==> src/rtl/logic_unit_pkg.sv <==
`default_nettype none
// ============================================================================
// Module   : logic_unit_pkg
// Purpose  : Shared opcode/state types and helpers for logic_unit_pipe.
// Revision : 1.0 - initial release
// ============================================================================
package logic_unit_pkg;

    // Three-bit operation codes; the two top codes fold a burst of beats.
    typedef enum logic [2:0] {
        OP_AND     = 3'b000,
        OP_OR      = 3'b001,
        OP_XOR     = 3'b010,
        OP_NOR     = 3'b011,
        OP_ANDN    = 3'b100,
        OP_NAND    = 3'b101,
        OP_ACC_AND = 3'b110,
        OP_ACC_OR  = 3'b111
    } op_t;

    // Controller states: waiting for a first beat, or folding a burst.
    typedef enum logic [0:0] {
        IDLE = 1'b0,
        ACC  = 1'b1
    } state_t;

    // True for the opcodes that accumulate across several beats.
    function automatic logic is_fold(input op_t op);
        return (op == OP_ACC_AND) || (op == OP_ACC_OR);
    endfunction

endpackage
`default_nettype wire

==> src/rtl/logic_unit_pipe_bitwise_op.sv <==
`default_nettype none
// ============================================================================
// Module   : bitwise_op
// Purpose  : Combinational WIDTH-bit logic function selected by opcode.
//            Fold opcodes map onto their base AND/OR so the same block can
//            also serve as the accumulator combine step.
// Revision : 1.0 - initial release
// ============================================================================
module bitwise_op
    import logic_unit_pkg::*;
#(
    parameter int WIDTH = 32
) (
    input  logic [WIDTH-1:0] i_a,
    input  logic [WIDTH-1:0] i_b,
    input  op_t              i_op,
    output logic [WIDTH-1:0] o_y
);

    // Opcode-selected bitwise function.
    always_comb begin
        o_y = '0;
        case (i_op)
            OP_AND:     o_y = i_a & i_b;
            OP_OR:      o_y = i_a | i_b;
            OP_XOR:     o_y = i_a ^ i_b;
            OP_NOR:     o_y = ~(i_a | i_b);
            OP_ANDN:    o_y = i_a & ~i_b;
            OP_NAND:    o_y = ~(i_a & i_b);
            OP_ACC_AND: o_y = i_a & i_b;
            OP_ACC_OR:  o_y = i_a | i_b;
            default:    o_y = '0;
        endcase
    end

endmodule
`default_nettype wire

==> src/rtl/logic_unit_pipe.sv <==
`default_nettype none
// ============================================================================
// Module   : logic_unit_pipe
// Purpose  : Registered WIDTH-bit logic unit with valid/ready on both sides,
//            single-beat ops plus AND/OR fold over a burst of operand pairs,
//            and zero / all-ones flags registered alongside the result.
// Revision : 1.0 - initial release
// ============================================================================
module logic_unit_pipe
    import logic_unit_pkg::*;
#(
    parameter int  WIDTH     = 32,
    parameter int  MAX_BEATS = 16,
    localparam int CNT_W     = $clog2(MAX_BEATS + 1)
) (
    input  logic             clk,
    input  logic             reset,
    input  logic             in_valid,
    output logic             in_ready,
    input  logic [WIDTH-1:0] in_a,
    input  logic [WIDTH-1:0] in_b,
    input  logic [2:0]       in_op,
    input  logic             in_last,
    output logic             out_valid,
    input  logic             out_ready,
    output logic [WIDTH-1:0] out_result,
    output logic             out_zero,
    output logic             out_all_ones,
    output logic [CNT_W-1:0] out_beats,
    output logic             out_overflow
);

    state_t             r_state;
    op_t                r_op;
    logic [WIDTH-1:0]   r_acc;
    logic [CNT_W-1:0]   r_cnt;
    logic               r_out_valid;
    logic [WIDTH-1:0]   r_result;
    logic               r_zero;
    logic               r_all_ones;
    logic [CNT_W-1:0]   r_beats;
    logic               r_overflow;

    op_t                w_in_op;
    op_t                w_pair_op;
    logic [WIDTH-1:0]   w_pair;
    logic [WIDTH-1:0]   w_fold;
    logic [CNT_W-1:0]   w_cnt_next;
    logic               w_in_fire;
    logic               w_out_fire;
    logic               w_start_burst;
    logic               w_load_en;
    logic [WIDTH-1:0]   w_load_val;
    logic [CNT_W-1:0]   w_load_beats;
    logic               w_load_ovf;

    assign w_in_op    = op_t'(in_op);
    // Later beats of a burst ignore in_op and reuse the latched fold op.
    assign w_pair_op  = (r_state == ACC) ? r_op : w_in_op;
    assign w_cnt_next = r_cnt + CNT_W'(1);
    // One result slot: accept when empty or when the slot drains this edge.
    assign in_ready   = !r_out_valid || out_ready;
    assign w_in_fire  = in_valid && in_ready;
    assign w_out_fire = r_out_valid && out_ready;

    // Combine the incoming operand pair.
    bitwise_op #(.WIDTH(WIDTH)) u_pair (
        .i_a  (in_a),
        .i_b  (in_b),
        .i_op (w_pair_op),
        .o_y  (w_pair)
    );

    // Fold the combined pair into the running accumulator.
    bitwise_op #(.WIDTH(WIDTH)) u_fold (
        .i_a  (r_acc),
        .i_b  (w_pair),
        .i_op (r_op),
        .o_y  (w_fold)
    );

    // Decide whether this beat opens a burst or produces a result, and what.
    always_comb begin
        w_start_burst = 1'b0;
        w_load_en     = 1'b0;
        w_load_val    = w_pair;
        w_load_beats  = CNT_W'(1);
        w_load_ovf    = 1'b0;
        if (w_in_fire) begin
            if (r_state == IDLE) begin
                if (is_fold(w_in_op) && !in_last) begin
                    w_start_burst = 1'b1;
                end else begin
                    w_load_en = 1'b1;
                end
            end else if (in_last || (w_cnt_next == CNT_W'(MAX_BEATS))) begin
                // Burst closes on last, or is truncated at the beat limit.
                w_load_en    = 1'b1;
                w_load_val   = w_fold;
                w_load_beats = w_cnt_next;
                w_load_ovf   = !in_last;
            end
        end
    end

    // Controller FSM, accumulator and registered output bundle.
    always_ff @(posedge clk or negedge reset) begin
        if (!reset) begin
            r_state     <= IDLE;
            r_op        <= OP_AND;
            r_acc       <= '0;
            r_cnt       <= '0;
            r_out_valid <= 1'b0;
            r_result    <= '0;
            r_zero      <= 1'b1;
            r_all_ones  <= 1'b0;
            r_beats     <= '0;
            r_overflow  <= 1'b0;
        end else begin
            case (r_state)
                IDLE: begin
                    if (w_start_burst) begin
                        r_acc   <= w_pair;
                        r_cnt   <= CNT_W'(1);
                        r_op    <= w_in_op;
                        r_state <= ACC;
                    end
                end
                ACC: begin
                    if (w_in_fire) begin
                        if (w_load_en) begin
                            r_acc   <= '0;
                            r_cnt   <= '0;
                            r_state <= IDLE;
                        end else begin
                            r_acc <= w_fold;
                            r_cnt <= w_cnt_next;
                        end
                    end
                end
                default: r_state <= IDLE;
            endcase

            // A new load takes priority so a same-edge swap leaves no bubble.
            if (w_load_en) begin
                r_out_valid <= 1'b1;
                r_result    <= w_load_val;
                r_zero      <= (w_load_val == '0);
                r_all_ones  <= (w_load_val == '1);
                r_beats     <= w_load_beats;
                r_overflow  <= w_load_ovf;
            end else if (w_out_fire) begin
                r_out_valid <= 1'b0;
            end
        end
    end

    assign out_valid    = r_out_valid;
    assign out_result   = r_result;
    assign out_zero     = r_zero;
    assign out_all_ones = r_all_ones;
    assign out_beats    = r_beats;
    assign out_overflow = r_overflow;

endmodule
`default_nettype wire
==> config.mk <==
export PLATFORM = sky130hd
export DESIGN_NAME = logic_unit_pipe
export DESIGN_NICKNAME = d
export VERILOG_FILES = /design/src/rtl/logic_unit_pkg.sv /design/src/rtl/logic_unit_pipe_bitwise_op.sv /design/src/rtl/logic_unit_pipe.sv
export SDC_FILE = /design/constraint.sdc
export NUM_CORES = 1
export LEC_CHECK = 0
export ABC_AREA = 1
export CAP_MARGIN = 20
export CORE_ASPECT_RATIO = 2
export CORE_MARGIN = 5
export CORE_UTILIZATION = 56
export DETAILED_ROUTE_END_ITERATION = 12
export GPL_ROUTABILITY_DRIVEN = 0
export GPL_TIMING_DRIVEN = 1
export PLACE_DENSITY = 0.85
export REMOVE_ABC_BUFFERS = 1
export SETUP_SLACK_MARGIN = 0.15
export SKIP_CTS_REPAIR_TIMING = 1
export SYNTH_ARGS = -nofsm -noshare
export SYNTH_HDL_FRONTEND = slang
export SYNTH_SLANG_ARGS = --single-unit
==> constraint.sdc <==
create_clock -name clk -period 4.1 [get_ports clk]
set_input_delay 0.82 -clock clk [delete_from_list [all_inputs] [get_ports clk]]
set_output_delay 0.82 -clock clk [all_outputs]
set_load 0.02 [all_outputs]
==> results of run 1 <==
state kept, by name (all words and copies together) (netlist names), 3 cells and up:
register / count
out_beats: 5
r_cnt: 5
out_result: 32
r_acc: 32
r_op: 3
worst paths after layout:
kind                           endpoint  slack (ns)
max in group asynchronous      out_zero        2.79
max                        out_all_ones        0.45
min reg2reg                    out_zero        0.47
min in group clk               out_zero        0.47
min                           out_valid        0.44
max reg2reg                out_all_ones        0.81
final cells by class:
cell class,instances,area (um2),area share (%)
Inverter,166,626,5.57
Timing Repair Buffer,140,1390,12.4
Sequential cell,82,2050,18.3
Tap cell,207,259,2.31
Multi-Input combinational cell,1212,6580,58.6
Clock inverter,5,61.3,0.546
Clock buffer,11,253,2.25
cells by family after synthesis:
group / count (synthesis)
buffers and inverters: 234
adders and majority gates: 129
and+or+nand+nor: 935
xor gates and xnor gates: 3
AOI/OAI and AO/OA: 145
DFF: 82
routing by layer:
| metal | global-route usage [%] | vias up | part of all wire [%] |
|---|---|---|---|
| met5 | 0 | - | 0 |
| met4 | 15.4 | 0 | 4.6 |
| met3 | 2.44 | 105 | 6.3 |
| met2 | 48.8 | 439 | 50 |
| met1 | 33.0 | 4750 | 39 |
| li1 | - | 5032 | - |
cells in the final DEF, fill, tap and decap left out, drive strengths merged:
master	count
clkdlybuf4s50	112
a22o	3
nand3	162
xor2	2
buf	28
xnor2	1
inv	165
o21ai	53
clkbuf	11
nand3b	13
ha	129
a31oi	11
nand2	571
nor2	115
a2bb2oi	1
a21oi	57
or2	43
nor3	4
a211oi	1
bufinv	1
dfrtp	81
a22oi	18
dfstp	1
clkinv	5
o41ai	1
nand4	27
power by group:
| group | switching [mW] | total (mW) | leakage [nW] | internal [mW] |
|---|---|---|---|---|
| Sequential | 0.254 | 1.36 | 0.971 | 1.11 |
| Clock | 0.355 | 0.864 | 0.156 | 0.509 |
| Combinational | 1.83 | 2.98 | 4.94 | 1.15 |
| Total | 2.44 | 5.20 | 6.07 | 2.77 |
critical path: cells and delay by family:
family,cells,cell delay (ns)
buffers and inverters,3,0.73
adders and majority gates,1,0.22
AOI/OAI and AO/OA,2,0.23
and+or+nand+nor,17,1.93
==> impl_results.md, run 1 <==
- Final hold slack: 0.435 ns
- TNS Setup: 0 ns
- Multiplexer share of the synthesized area: 0%
- Per-cell routed wire length: 15.4 um
- CTS Sinks: 82
- Critical Path Source Type: primary input
- Final #Nets: 1812
- Via count: 10.3k
- DP HPWL: 20300 um
- Core ar.: 16800 um2
- Unrepaired setup endpoints after global routing: no
- Final hold vios: 0
- Placed cell count: 1807
- Kind of critical path: in2reg
- Die width: 102 um
- H-tree levels: 3
- CP arrival: 3.94 ns
- Setup crit end kind: flop
- Final setup viols: 0
- Status: complete, no violations
- Chip height: 195 um
- Max Root-Sink Buffers: 2
- YS warnings: 0
- Maximum VDD drop: 0.401 mV
- CTS buffer count: 9
- Fillers: 1497
- Synth Area in Compound Gates: 8.53%
- Clk_lat worst skew: 0.35 ns
- Worst r2r src: r_state
- Total Power: 5.20 mW
- Largest area contributor in the netlist: nand2_1
- Simple-gate share of the synthesized area: 42.8%
- WL final: 28100 um
- Routed Antenna Nets: 0
- Post-route worst setup slack: 0.447 ns
- Post-synthesis sequential area ratio: 21.4%
- Effective utilization at floorplan: 57.1%
- Tot GR Track Use: 28.1%
- Yosys reg bits: 82
- Critical Path Max Stage Delay: 0.51 ns
- Via density per instance: 5.66
- CTS Root Cell: clkbuf_16
- Area growth syn-to-layout: 17.2%
- Static Leakage: 6.07 nW
- Post-synth cell types: 39
- # IOs: 114
- Largest net degree at the start of global routing: 59
- Global-route wire length before repair: 46300 um
- Most used cell, CP: nand2_1
- Largest family of logic cells by synthesized area: simple AND/OR/NAND/NOR gates
- Post-synthesis average cell area: 6.27 um2
- Post-Synth XOR/XNOR Area: 0.274%
- Crit-path max FO: 23
- Start point of the critical path: in_op[0]
- Most instantiated cells after synthesis: 557 x nand2_1, 162 x nand3_1, 159 x inv_1, 129 x ha_1, 90 x nor2_1
- Initial antenna violation count: 0
- Asr flop ratio synth: 100%
- Worst clock skew: 0.00812 ns
- Period utilisation layout: 89.1%
- Area share of fa/ha/maj cells after synthesis: 16.9%
- Vias in the first global route: 10.1k
- Max_cap viols: 0
- Drt drc: 0
- EDFF count, synth: 0
- FMAX: 274 MHz
- Row count: 67
- Max Slew Vio Count: 0
- Max_slew headroom: 31.2%
- Period minus WS final: 3.65 ns
- Non-Filler Instances: 1823
- Total die area: 20000 um2
- Least-Margin Pin Slew: 1.03 ns
- Placed Area: 10900 um2
- Finished Core Util: 67.0%
- Worst-path clk slew: 0.07 ns
- Mapped Cells: 1528
- Worst path slowest cell: clkdlybuf4s50_1
- Power per cell area: 464 nW/um2
- Reg2reg path depth: 22
- Ant. Diodes: 0
- DP Worst Slack: 0.141 ns
- Cell area after layout: 11200 um2
- Class of the worst hold path: in2async
- Cell Chain, Critical Path: clkdlybuf4s50_1 -> inv_1 -> nand2_1 -> nand2_1 -> nand2_1 -> nor2_2 -> buf_12 -> nand2_1 -> nand3_1 -> nor2_2 -> nand2_1 -> ha_1 -> o21ai_0 -> a21oi_1 -> nand2_1 -> nand3_1 -> nand2_1 -> nand2_1 -> nor2_1 -> nand2_1 -> nor2_1 -> nand3_1 -> nand2_1
- PortBufs: 113
- Pre-Repair DR Iteration Count: 6
- Layout cell share with drive strength beyond 1: 7.98%
- Synth top area share: 21.8%
- Largest cells by area after synthesis: nand2_1 22%, dfrtp_1 21%, ha_1 17%
- DRT iter0 DRCs: 829
- Overflow after GRT: 0
- Synthesized cell area: 9580 um2
- Top FF cell, synth: dfrtp_1
- Required time of the critical path: 4.39 ns
- Most common cell in the netlist: nand2_1
- CTS tree: yes
(Power assumes the default switching activity.)
==> run 2: changes to the inputs <==
--- a/config.mk
+++ b/config.mk
@@ -9,11 +9,11 @@
 export CAP_MARGIN = 20
 export CORE_ASPECT_RATIO = 2
 export CORE_MARGIN = 5
-export CORE_UTILIZATION = 56
+export CORE_UTILIZATION = 45
 export DETAILED_ROUTE_END_ITERATION = 12
 export GPL_ROUTABILITY_DRIVEN = 0
 export GPL_TIMING_DRIVEN = 1
-export PLACE_DENSITY = 0.85
+export PLACE_DENSITY = 0.67
 export REMOVE_ABC_BUFFERS = 1
 export SETUP_SLACK_MARGIN = 0.15
 export SKIP_CTS_REPAIR_TIMING = 1
==> impl_results.md, run 2 (same netlist as run 1, synthesis figures left out) <==
- Class of the worst hold path: in2async
- Least-Margin Pin Slew: 0.931 ns
- Tot GR Track Use: 24.1%
- Period minus WS final: 3.59 ns
- Die width: 113 um
- CTS Sinks: 82
- Vias in the first global route: 9948
- Setup crit end kind: flop
- M1 GR Usage: 27.8%
- Worst-path clk slew: 0.07 ns
- Drt drc: 0
- Commonest non-fill, non-tap cell in the layout: nand2_1
- CTS Root Cell: clkbuf_16
- Kind of critical path: in2reg
- Period utilisation layout: 87.5%
- Worst clock skew: 0.0112 ns
- Global-route wire length before repair: 48400 um
- CP arrival: 3.90 ns
- Routed Antenna Nets: 0
- Per-cell routed wire length: 15.5 um
- DRT iter0 DRCs: 782
- Required time of the critical path: 4.41 ns
- Effective utilization at floorplan: 45.6%
- CTS buffer count: 9
- Ant. Diodes: 0
- CTS tree: yes
- Critical Path Source Type: primary input
- DP HPWL: 21400 um
- Max Root-Sink Buffers: 2
- GRT met2 Usage: 42.8%
- Final hold vios: 0
- Clk_lat worst skew: 0.36 ns
- Layer with the highest usage: met2
- Overflow after GRT: 0
- Chip height: 216 um
- Status: complete, no violations
- Area growth syn-to-layout: 19.1%
- Core ar.: 21000 um2
- Power per cell area: 460 nW/um2
- Final #Nets: 1822
- Static Leakage: 6.12 nW
- Unrepaired setup endpoints after global routing: no
- Most frequent cells in the layout: 556 x nand2_1, 161 x nand3_1, 158 x inv_1
- Max_cap viols: 0
- H-tree levels: 3
- Initial antenna violation count: 0
- Max Slew Vio Count: 0
- FMAX: 279 MHz
- Total die area: 24500 um2
- Row count: 75
- TNS Setup: 0 ns
- Crit-path max FO: 28
- Layout cell share with drive strength beyond 1: 8.73%
- Final setup viols: 0
- Max_slew headroom: 37.8%
- PortBufs: 113
- Largest net degree at the start of global routing: 74
- Total Power: 5.25 mW
- Pre-Repair DR Iteration Count: 6
- WL final: 29500 um
- Via count: 10.0k
- # IOs: 114
- GRT met3 Usage: 3.27%
- Maximum VDD drop: 0.343 mV
- Via density per instance: 5.29
## run 2: area by class of cell
cell class / count / area [um2]
fillers: 2155 / 9610
clock inverters: 7 / 83.8
clock buffers: 9 / 225
repair buffers: 150 / 1500
flip-flops and latches: 82 / 2050
well taps: 269 / 337
multi-input cells: 1212 / 6580
inverters: 166 / 626
## run 2: power by group
part           internal (mW)  switching (mW)
Combinational           1.19            1.84
Clock                  0.483           0.381
Sequential              1.11           0.251
Total                   2.78            2.47
## run 2: path summary, 6_finish.rpt
kind	depth (start not counted)	slack [ns]	from	end
setup / recovery	22	0.51	in_op[2]	out_all_ones
hold / removal	1	0.31	reset	out_result[29]
setup reg to reg	21	0.89	r_state	out_all_ones
hold reg to reg	2	0.48	out_result[9]	out_result[9]
max in group asynchronous	3	2.98	reset	r_acc[20]
min in group clk	2	0.48	out_result[9]	out_result[9]
## run 2: worst max-delay path, stage by stage
cell	delay (ns)
clkdlybuf4s50_1	0.45
inv_1	0.09
o21ai_4	0.24
buf_4	0.19
nor2_4	0.04
buf_12	0.16
nand2_1	0.07
nand3_1	0.09
nor2_2	0.18
nand2_1	0.10
ha_1	0.20
o21ai_0	0.16
a21oi_1	0.07
nand2_1	0.11
nand3_1	0.07
nand2_1	0.17
nand2_1	0.08
nor2_1	0.20
nand2_1	0.08
nor2_1	0.15
nand3_1	0.09
nand2_1	0.07
## run 2: per-layer routing
layer  up-vias  wire length (um)
met2       302             14900
met5         -                 0
li1       5044                 -
met3        81              1360
met4         0              1170
met1      4606             12000
## run 2: metrics by stage
step | area [um2] | util [%] | hold slack, ns | worst slack [ns] | std cells
floorplan | 9240 | - | 0.467 | 0.151 | 1460
global placement | 11100 | 52.7 | 0.463 | 0.181 | 1878
detailed placement | 11100 | 52.7 | 0.465 | 0.131 | 1878
CTS | 11400 | 54.1 | 0.485 | 0.510 | 1894
global route | 11400 | 54.3 | 0.305 | 0.309 | 1895
finish | 11400 | 54.3 | 0.307 | 0.512 | 1895
